## src/rtl/keypad_if.sv

```systemverilog
// Keypad-side and consumer-side signals of the keypad scanner.
// The scanner drives columns and key outputs and reads the rows.
interface keypad_if;
    logic [3:0] row;
    logic [3:0] col;
    logic [3:0] key_hex;
    logic       key_valid;
    logic       key_down;

    modport master (
        input  row,
        output col,
        output key_hex,
        output key_valid,
        output key_down
    );

    modport slave (
        output row,
        input  col,
        input  key_hex,
        input  key_valid,
        input  key_down
    );
endinterface

```

## src/rtl/keypad_scanner.sv

```systemverilog
// 4x4 matrix keypad scanner with two-flop row synchronizer and scan-level debounce.
// Emits one key_valid pulse with the hex code per accepted press; no auto-repeat.
module keypad_scanner #(
    parameter int unsigned SCAN_CYCLES    = 100000,
    parameter int unsigned DEBOUNCE_SCANS = 4
) (
    input  logic     clk,
    input  logic     rst,
    keypad_if.master kp
);

    localparam int unsigned CNT_W = (SCAN_CYCLES > 1) ? $clog2(SCAN_CYCLES) : 1;
    localparam int unsigned DEB_W = $clog2(DEBOUNCE_SCANS + 1);

    localparam logic [CNT_W-1:0] SCAN_LAST = CNT_W'(SCAN_CYCLES - 1);
    localparam logic [DEB_W-1:0] DEB_MAX   = DEB_W'(DEBOUNCE_SCANS);
    localparam logic [DEB_W-1:0] DEB_ONE   = DEB_W'(1);

    typedef enum logic [1:0] {
        S_IDLE,
        S_PRESS_WAIT,
        S_HELD,
        S_REL_WAIT
    } state_t;

    logic [3:0]       r_row_meta;
    logic [3:0]       r_row_sync;
    logic [CNT_W-1:0] r_scan_cnt;
    logic [1:0]       r_col_idx;
    logic [3:0]       r_col;
    logic [1:0]       r_acc_hits;
    logic [3:0]       r_acc_key;

    state_t           r_state;
    state_t           w_state_nx;
    logic [3:0]       r_cand;
    logic [3:0]       w_cand_nx;
    logic [DEB_W-1:0] r_deb_cnt;
    logic [DEB_W-1:0] w_deb_cnt_nx;
    logic [DEB_W-1:0] w_deb_inc;
    logic [3:0]       r_key_hex;
    logic [3:0]       w_key_hex_nx;
    logic             r_key_valid;
    logic             w_key_valid_nx;
    logic             r_key_down;
    logic             w_key_down_nx;

    logic             w_dwell_end;
    logic             w_scan_end;
    logic [1:0]       w_idx_nx;
    logic [3:0]       w_pressed;
    logic [2:0]       w_col_hits;
    logic [1:0]       w_col_row;
    logic [3:0]       w_col_key;
    logic [2:0]       w_sum;
    logic [1:0]       w_scan_hits;
    logic [3:0]       w_scan_key;
    logic             w_single;

    function automatic logic [3:0] f_key_map(input logic [1:0] r, input logic [1:0] c);
        logic [3:0] v;
        case ({r, c})
            4'h0: v = 4'h1;
            4'h1: v = 4'h2;
            4'h2: v = 4'h3;
            4'h3: v = 4'hA;
            4'h4: v = 4'h4;
            4'h5: v = 4'h5;
            4'h6: v = 4'h6;
            4'h7: v = 4'hB;
            4'h8: v = 4'h7;
            4'h9: v = 4'h8;
            4'hA: v = 4'h9;
            4'hB: v = 4'hC;
            4'hC: v = 4'h0;
            4'hD: v = 4'hF;
            4'hE: v = 4'hE;
            default: v = 4'hD;
        endcase
        return v;
    endfunction

    // Row synchronizer; idle (all rows high) on reset
    always_ff @(posedge clk) begin
        if (rst) begin
            r_row_meta <= 4'hF;
            r_row_sync <= 4'hF;
        end else begin
            r_row_meta <= kp.row;
            r_row_sync <= r_row_meta;
        end
    end

    assign w_dwell_end = (r_scan_cnt == SCAN_LAST);
    assign w_scan_end  = w_dwell_end && (r_col_idx == 2'd3);
    assign w_idx_nx    = r_col_idx + 2'd1;
    assign w_pressed   = ~r_row_sync;
    assign w_col_hits  = 3'(w_pressed[0]) + 3'(w_pressed[1])
                       + 3'(w_pressed[2]) + 3'(w_pressed[3]);

    always_comb begin
        case (w_pressed)
            4'b0010: w_col_row = 2'd1;
            4'b0100: w_col_row = 2'd2;
            4'b1000: w_col_row = 2'd3;
            default: w_col_row = 2'd0;
        endcase
    end

    // Hit count saturates at 2: anything beyond one key is a chord/ghost
    assign w_col_key   = f_key_map(w_col_row, r_col_idx);
    assign w_sum       = 3'(r_acc_hits) + w_col_hits;
    assign w_scan_hits = (w_sum > 3'd1) ? 2'd2 : w_sum[1:0];
    assign w_scan_key  = (r_acc_hits == 2'd0) ? w_col_key : r_acc_key;
    assign w_single    = w_scan_end && (w_scan_hits == 2'd1);

    // Column dwell counter, column drive and per-scan hit accumulation
    always_ff @(posedge clk) begin
        if (rst) begin
            r_scan_cnt <= '0;
            r_col_idx  <= 2'd0;
            r_col      <= 4'b1110;
            r_acc_hits <= 2'd0;
            r_acc_key  <= 4'h0;
        end else if (w_dwell_end) begin
            r_scan_cnt <= '0;
            r_col_idx  <= w_idx_nx;
            r_col      <= ~(4'b0001 << w_idx_nx);
            if (r_col_idx == 2'd3) begin
                r_acc_hits <= 2'd0;
                r_acc_key  <= 4'h0;
            end else begin
                r_acc_hits <= w_scan_hits;
                r_acc_key  <= w_scan_key;
            end
        end else begin
            r_scan_cnt <= r_scan_cnt + CNT_W'(1);
        end
    end

    always_ff @(posedge clk) begin
        if (rst) begin
            r_state     <= S_IDLE;
            r_cand      <= 4'h0;
            r_deb_cnt   <= '0;
            r_key_hex   <= 4'hF;
            r_key_valid <= 1'b0;
            r_key_down  <= 1'b0;
        end else begin
            r_state     <= w_state_nx;
            r_cand      <= w_cand_nx;
            r_deb_cnt   <= w_deb_cnt_nx;
            r_key_hex   <= w_key_hex_nx;
            r_key_valid <= w_key_valid_nx;
            r_key_down  <= w_key_down_nx;
        end
    end

    assign w_deb_inc = (r_deb_cnt == DEB_MAX) ? r_deb_cnt : r_deb_cnt + DEB_ONE;

    // Debounce decisions happen only on the cycle that samples column 3
    always_comb begin
        w_state_nx     = r_state;
        w_cand_nx      = r_cand;
        w_deb_cnt_nx   = r_deb_cnt;
        w_key_hex_nx   = r_key_hex;
        w_key_valid_nx = 1'b0;
        w_key_down_nx  = r_key_down;

        case (r_state)
            S_IDLE: begin
                if (w_single) begin
                    w_cand_nx    = w_scan_key;
                    w_deb_cnt_nx = DEB_ONE;
                    if (DEBOUNCE_SCANS == 1) begin
                        w_key_hex_nx   = w_scan_key;
                        w_key_valid_nx = 1'b1;
                        w_key_down_nx  = 1'b1;
                        w_state_nx     = S_HELD;
                    end else begin
                        w_state_nx = S_PRESS_WAIT;
                    end
                end
            end
            S_PRESS_WAIT: begin
                if (w_single) begin
                    if (w_scan_key == r_cand) begin
                        w_deb_cnt_nx = w_deb_inc;
                        if (w_deb_inc == DEB_MAX) begin
                            w_key_hex_nx   = r_cand;
                            w_key_valid_nx = 1'b1;
                            w_key_down_nx  = 1'b1;
                            w_state_nx     = S_HELD;
                        end
                    end else begin
                        w_cand_nx    = w_scan_key;
                        w_deb_cnt_nx = DEB_ONE;
                    end
                end else if (w_scan_end) begin
                    w_deb_cnt_nx = '0;
                    w_state_nx   = S_IDLE;
                end
            end
            S_HELD: begin
                if (w_scan_end && !w_single) begin
                    w_deb_cnt_nx = DEB_ONE;
                    if (DEBOUNCE_SCANS == 1) begin
                        w_key_down_nx = 1'b0;
                        w_state_nx    = S_IDLE;
                    end else begin
                        w_state_nx = S_REL_WAIT;
                    end
                end
            end
            S_REL_WAIT: begin
                if (w_single) begin
                    w_state_nx = S_HELD;
                end else if (w_scan_end) begin
                    w_deb_cnt_nx = w_deb_inc;
                    if (w_deb_inc == DEB_MAX) begin
                        w_key_down_nx = 1'b0;
                        w_state_nx    = S_IDLE;
                    end
                end
            end
            default: begin
                w_state_nx = S_IDLE;
            end
        endcase
    end

    assign kp.col       = r_col;
    assign kp.key_hex   = r_key_hex;
    assign kp.key_valid = r_key_valid;
    assign kp.key_down  = r_key_down;

endmodule

```

## src/flat_wrapper.sv

```systemverilog
// flat-port wrapper written by rule: the top's interface ports become plain ports
module keypad_scanner_flat 
#(
    parameter int unsigned SCAN_CYCLES    = 100000,
    parameter int unsigned DEBOUNCE_SCANS = 4
)
  (clk, rst, kp_row, kp_col, kp_key_hex, kp_key_valid, kp_key_down);
  keypad_if kp_i ();
  input  logic clk;
  input  logic rst;
  input wire logic [$bits(kp_i.row)-1:0] kp_row;
  output wire logic [$bits(kp_i.col)-1:0] kp_col;
  output wire logic [$bits(kp_i.key_hex)-1:0] kp_key_hex;
  output wire logic [$bits(kp_i.key_valid)-1:0] kp_key_valid;
  output wire logic [$bits(kp_i.key_down)-1:0] kp_key_down;
  assign kp_i.row = kp_row;
  assign kp_col = kp_i.col;
  assign kp_key_hex = kp_i.key_hex;
  assign kp_key_valid = kp_i.key_valid;
  assign kp_key_down = kp_i.key_down;
  keypad_scanner #(.SCAN_CYCLES(SCAN_CYCLES), .DEBOUNCE_SCANS(DEBOUNCE_SCANS)) u_core (.clk(clk), .rst(rst), .kp(kp_i));
endmodule
```

## config.mk

```make
export PLATFORM = sky130hd
export DESIGN_NAME = keypad_scanner_flat
export DESIGN_NICKNAME = d
export VERILOG_FILES = /design/src/rtl/keypad_if.sv /design/src/rtl/keypad_scanner.sv /design/src/flat_wrapper.sv
export SDC_FILE = /design/constraint.sdc
export NUM_CORES = 1
export LEC_CHECK = 0
export CAP_MARGIN = 20
export CORE_UTILIZATION = 56
export CTS_BUF_LIST = sky130_fd_sc_hd__clkbuf_16
export DETAILED_ROUTE_END_ITERATION = 12
export PLACE_DENSITY = 0.79
export SYNTH_ARGS = -nofsm -noshare
export SYNTH_HDL_FRONTEND = slang
export SYNTH_SLANG_ARGS = --single-unit
export TNS_END_PERCENT = 30
```

## constraint.sdc

```tcl
create_clock -name clk -period 4 [get_ports clk]
set_clock_uncertainty 0.15 [all_clocks]
set_input_delay 1.2 -clock clk [delete_from_list [all_inputs] [get_ports clk]]
set_output_delay 1.2 -clock clk [all_outputs]
set_load 0.01 [all_outputs]
```

# --- Word level (Yosys, flattened, before mapping) ---
# Memories as Yosys holds them, arrays and structs flattened.
# Cells that the tools add are included.
# W data, S select, Z words.
totals:
  regBits: 52
  rom_bits: 64
  in_bits: 6
  out_inout_bits: 10
  word_cells: 105
  mem_count: 1
op_classes:
  add_sub_neg: 7
  magnitude_cmp: 1
  n_eq_ne: 26
  n_shift: 1
  n_mux: 36
  bitwise: 5
  n_reduce_logical: 15
memory_table:
  columns: ["name", "words", "word_bits", "read_ports", "rd_clocked_by_memory_dff", "write_ports", "line_no", "source"]
  rows:
  - ["(name not given)", 16, 4, 1, 0, 0, "keypad_scanner.sv:62", "case ({r, c})"]
op_table:
  columns: ["op", "count"]
  rows:
  - ["$mux W3", 8]
  - ["$mux W2", 11]
  - ["$mux W4", 5]
  - ["$add A17 B1 Y17 const B", 1]
  - ["$eq A17 B17 Y1 const B", 1]
  - ["$ne A2 B1 Y1 const B", 7]
  - ["$reduce_and A7 Y1", 2]
  - ["$pmux W3 S4", 1]
  - ["$ne A3 B1 Y1 const B", 3]
  - ["$not A4 Y4", 2]
  - ["$pmux W2 S4", 1]
  - ["$pmux W4 S2", 1]
  - ["$reduce_and A4 Y1", 2]
  - ["$mux W1", 7]
  - ["$add A3 B1 Y3", 2]
  - ["$eq A2 B2 Y1 const B", 3]
  - ["$eq A3 B3 Y1 const B", 2]
  - ["$ne A3 B3 Y1 const B", 2]
  - ["$pmux W2 S3", 1]
  - ["$reduce_and A5 Y1", 1]
  - ["$eq A2 B1 Y1 const B", 2]
  - ["$eq A4 B2 Y1 const B", 1]
  - ["$eq A4 B3 Y1 const B", 1]
  - ["$eq A4 B4 Y1", 1]
  - ["other kinds (16)", 23]

# --- Depth between registers and ports, before layout ---
logic_depth:
  depth_word: 13
  ltp_mapped: 14
  depth_no_buf: 13

# --- Least setup slack after synthesis ---
# Ideal clock, no wire load.
synth_timing:
  kind: "reg2reg"
  start: "register u_core.r_row_sync[0]"
  end: "register u_core.r_cand[1]"
  arrival_time_ps: 2962
  path_slack_ps: 767
  path_stages_with_launch: 13
  n_path_buf: 1
  period_less_slack_ps: 3233
  cell_sequence: "dfxtp_1 inv_1 ha_1 fa_1 ha_1 inv_1 fa_1 xor2_1 and3_1 clkbuf_1 nand4_1 a21oi_2 mux2_2"
synth_between:
  elab_chain_cells: 11
synth_lines:
  columns: ["item", "line_no", "source"]
  rows:
  - ["start, declared", "keypad_scanner.sv:27", "logic [3:0] r_row_sync;"]
  - ["start signal, assigned", "keypad_scanner.sv:90", "r_row_sync <= r_row_meta;"]
  - ["$not A4 Y4 *", "keypad_scanner.sv:97", "assign w_pressed = ~r_row_sync;"]
  - ["$add A1 B1 Y2", "keypad_scanner.sv:98", "assign w_col_hits = 3'(w_pressed[0]) + 3'(w_pressed[1])"]
  - ["$add A3 B1 Y3 (2 in series)", "keypad_scanner.sv:99", "+ 3'(w_pressed[2]) + 3'(w_pressed[3]);"]
  - ["$add A2 B3 Y3", "keypad_scanner.sv:112", "assign w_sum = 3'(r_acc_hits) + w_col_hits;"]
  - ["$gt A3 B1 Y1", "keypad_scanner.sv:113", "assign w_scan_hits = (w_sum > 3'd1) ? 2'd2 : w_sum[1:0];"]
  - ["$mux W2", "keypad_scanner.sv:113", null]
  - ["$eq A2 B1 Y1", "keypad_scanner.sv:115", "assign w_single = w_scan_end && (w_scan_hits == 2'd1);"]
  - ["$logic_and A1 B1 Y1", "keypad_scanner.sv:115", null]
  - ["$ne A2 B1 Y1 (no line)", null, null]
  - ["$reduce_and A4 Y1 (no line)", null, null]
  - ["end signal, assigned", "keypad_scanner.sv:151", "r_cand <= w_cand_nx;"]
  - ["end, declared", "keypad_scanner.sv:36", "logic [3:0] r_cand;"]
# Mark *: on every way between the ends. The rest lies on a longest branch, timed or not. The select of a mux whose other input is x is not followed.
# A chain may end at the register's enable or synchronous reset.

# --- Final worst setup path ---
layout_timing:
  start: "register u_core.r_row_sync[0]"
  end: "register u_core.r_key_hex[0] (netlist: u_core.kp.key_hex[0])"
layout_between:
  elab_chain_cells: 10
layout_lines:
  columns: ["item", "line_no", "source"]
  rows:
  - ["$not A4 Y4 *", "keypad_scanner.sv:97", null]
  - ["$add A1 B1 Y2", "keypad_scanner.sv:98", null]
  - ["$add A3 B1 Y3 (2 in series)", "keypad_scanner.sv:99", null]
  - ["$add A2 B3 Y3", "keypad_scanner.sv:112", null]
  - ["$gt A3 B1 Y1", "keypad_scanner.sv:113", null]
  - ["$mux W2", "keypad_scanner.sv:113", null]
  - ["$eq A2 B1 Y1", "keypad_scanner.sv:115", null]
  - ["$logic_and A1 B1 Y1", "keypad_scanner.sv:115", null]
  - ["$reduce_and A4 Y1 (no line) *", null, null]
  - ["end signal, assigned", "keypad_scanner.sv:153", "r_key_hex <= w_key_hex_nx;"]
  - ["end, declared", "keypad_scanner.sv:41", "logic [3:0] r_key_hex;"]
# Mark *: on every way between the ends. The rest lies on a longest branch, timed or not.

==> impl_metrics.py <==
metrics = {
    "finish": {
        "fill_cells": 420,
        "antennaDiodeCount": 0,
        "final_nets": 344,
        "final_layout_size_suffix_gt1_frac": 0.0898,
        "final_util": 0.644,
        "syn_to_final_growth_pct": 10.7,
    },
    "power": {
        "p_leak_nw": 1.15,
        "cellPowerDensity_mw_per_mm2": 330,
        "peakVddDrop_mv": 0.210,
    },
    "worst_setup_path": {
        "cp_common_cell": "inv_1",
        "start_kind": "register",
        "critPathMaxStageDelay_ns": 0.49,
        "cp.arrival_ns": 3.51,
        "endpoint_kind": "register",
        "crit_required_ns": 4.07,
        "crit_type": "reg -> reg",
        "crit_fanout": 6,
        "crit_path_cell_trace": "inv_1 -> ha_1 -> fa_1 -> ha_1 -> inv_1 -> fa_1 -> xor2_1 -> and3_1 -> nand4_1 -> inv_1 -> and3_1 -> mux2i_1",
        "slowest_stage": "fa_1",
    },
    "logic_synthesis": {
        "synth_area_mm2": 0.00273,
        "synth_top_area_cell": "dfxtp_1",
        "syn_nets": 335,
        "synth_flop_cell": "dfxtp_1",
        "async_flop_share": 0,
        "synth-seq-area-share": 0.381,
        "synth_cells": 313,
        "ys_types": 57,
        "yosys_warnings": 0,
        "syn_area_per_cell_um2": 8.72,
        "synth-seq-cells": 52,
        "synthTopCellsByArea": "dfxtp_1, ha_1, nor2_1",
        "synth_edf_count": 0,
        "synth_top_cell_area_share": 0.381,
    },
    "clocking": {
        "postCtsSetupBuffers": 0,
        "cts_sinks": 52,
        "cts_buffers": 5,
        "root_buffer": "clkbuf_16",
        "cts_hold_buf": 0,
        "htreeDepth": 2,
        "clk_pin_slew_ns": 0.07,
        "cts_resized": 0,
        "clk_latency_ns": 0.29,
        "cts_buffer_depth": 2,
        "cts_tree": "done",
    },
    "sta": {
        "hold_viol": 0,
        "max_freq_mhz": 291,
        "max-slew-margin-rel": 0.642,
        "worst_pin_slew_ns": 0.537,
        "grt_setup_unrepaired": "false",
        "min_period_ns": 3.44,
        "fin_setup_tns_ns": 0,
        "slew_viol_final": 0,
        "post-route-period-util": 0.860,
        "setup_viol": 0,
    },
    "placement": {
        "routabilityCongestion": 0.775,
        "dp_hpwl_mm": 3.43,
        "portBuffers": 15,
    },
    "die": {
        "dieArea_mm2": 0.00516,
        "rows": 25,
        "io_pins": 16,
        "core_mm2": 0.00469,
        "start_util": 0.582,
        "fp.dieW_um": 71.8,
        "die_h_um": 71.8,
    },
    "detailed_routing": {
        "drt_wl_total_mm": 4.89,
        "drt_iter0_drc": 94,
        "drcViolationCount": 0,
        "vias": 2080,
        "routedWlPerCell_um": 13.0,
        "drt_first_pass_iters": 4,
        "final_antenna_net_count": 0,
        "vias_per_cell": 5.52,
    },
    "global_routing": {
        "antenna_found_initial": 0,
        "grt_pass1_vias": 1950,
        "grt_max_degree": 24,
        "grt_pass1_wl_mm": 8.44,
        "overflow": 0,
        "grt.total_usage": 0.207,
    },
    "run_status": {
        "status": "completed",
    },
    "job": {
        "cap_violations": 0,
    },
    "hold_path": {
        "hp-class": "reg -> reg",
    },
}
## report_power, final
| group | switching [mW] | internal (mW) |
|---|---|---|
| registers | 0.00539 | 0.524 |
| clock network | 0.182 | 0.228 |
| logic | 0.0339 | 0.0262 |
## registers in the layout, summed over array words and instances (netlist names), named ones only
signal	count
u_core.kp.col	4
u_core.kp.key_down	1
u_core.kp.key_hex	4
u_core.kp.key_valid	1
u_core.r_acc_hits	2
u_core.r_acc_key	4
u_core.r_cand	4
u_core.r_col_idx	2
u_core.r_deb_cnt	3
u_core.r_row_meta	4
u_core.r_row_sync	4
u_core.r_scan_cnt	17
u_core.r_state	1
## synthesized netlist by cell type, types with 4 or more instances
| cell type | n |
|---|---|
| a21oi_1 | 19 |
| and3_1 | 4 |
| clkbuf_1 | 10 |
| dfxtp_1 | 52 |
| ha_1 | 14 |
| inv_1 | 16 |
| mux2i_1 | 6 |
| nand2_1 | 21 |
| nand3_1 | 7 |
| nand4_1 | 6 |
| nor2_1 | 45 |
| nor2b_1 | 4 |
| nor3_1 | 10 |
| o21ai_0 | 6 |
| or2_2 | 9 |
| xnor2_1 | 10 |
| xor2_1 | 10 |
## cells in the final DEF, fill, tap and decap left out, types with 2 or more instances in the layout
| cell | count |
|---|---|
| a31o_1 | 2 |
| xnor2_1 | 10 |
| mux2i_1 | 6 |
| nor4b_1 | 2 |
| a211o_1 | 3 |
| nor4bb_1 | 2 |
| nand2_1 | 21 |
| or2_2 | 9 |
| nand4_1 | 6 |
| nor2_1 | 45 |
| clkdlybuf4s50_1 | 15 |
| nand2b_1 | 3 |
| o211ai_1 | 2 |
| nand3_1 | 7 |
| or3_1 | 3 |
| xor2_1 | 10 |
| fa_1 | 2 |
| inv_1 | 17 |
| nor2b_1 | 4 |
| nor3b_1 | 3 |
| o21ai_0 | 6 |
| or2_1 | 2 |
| ha_1 | 14 |
| mux2_2 | 3 |
| a31oi_1 | 2 |
| o31ai_1 | 3 |
| clkbuf_16 | 5 |
| dfxtp_1 | 52 |
| nor3_1 | 10 |
| nand3b_1 | 3 |
| and3_1 | 4 |
| buf_4 | 2 |
| a21oi_1 | 19 |
| and4_1 | 2 |
## critical path, delay by kind of cell (launching register included)
kind,cells,cell delay [ns]
buffers and inverters,3,0.24
adders and majority gates,4,1.32
DFF,1,0.35
xor gates and xnor gates,1,0.20
muxes,1,0.22
and+or+nand+nor,3,0.89
## cell families (layout without fill, tap and decap cells)
logic type,Yosys count,in the layout,synth area share
compound gates,46,46,0.111
xor+xnor,21,21,0.0701
fa+ha+maj,17,17,0.0830
buf+inv,31,41,0.0513
flops,52,52,0.381
mux,9,9,0.0344
simple gates,137,137,0.269
## per-stage QoR
stage               cells  instance area [µm²]  hold WS (ns)  setup slack (ns)  power, mW
finish                377                 3020         0.260             0.558      0.998
global route          377                 3020         0.268             0.231       1.04
CTS                   377                 3020         0.263             0.549       1.01
detailed placement    369                 2880         0.247             0.578      0.601
global placement      369                 2880         0.247             0.696      0.599
floorplan             313                 2730         0.239             0.767      0.588
## layout make-up
cell class / instances / area [µm²] / share of cell area
repair buffers: 17 / 165 / 0.0546
inverters: 16 / 60.1 / 0.0199
clock inverters: 3 / 15.0 / 0.00497
flip-flops and latches: 52 / 1040 / 0.344
clock buffers: 5 / 125 / 0.0414
multi-input cells: 230 / 1550 / 0.512
well taps: 54 / 67.6 / 0.0224
## worst paths after layout
check                       startpoint                    to  slack [ns]  depth (start not counted)
hold reg to reg   u_core.r_row_meta[0]  u_core.r_row_sync[0]        0.26                          1
setup reg to reg  u_core.r_row_sync[0]  u_core.kp.key_hex[0]        0.56                         12
hold / removal    u_core.r_row_meta[0]  u_core.r_row_sync[0]        0.26                          1
setup / recovery  u_core.r_row_sync[0]  u_core.kp.key_hex[0]        0.56                         12
## routing by layer
| layer | up-vias | global-route usage | part of all wire |
|---|---|---|---|
| met3 | 7 | 0.0422 | 0.022 |
| met2 | 17 | 0.365 | 0.49 |
| li1 | 1086 | - | - |
| met5 | - | 0 | 0 |
| met4 | 0 | 0.0654 | 0.015 |
| met1 | 970 | 0.253 | 0.47 |
Note: power is estimated with default switching activity, not from simulation.
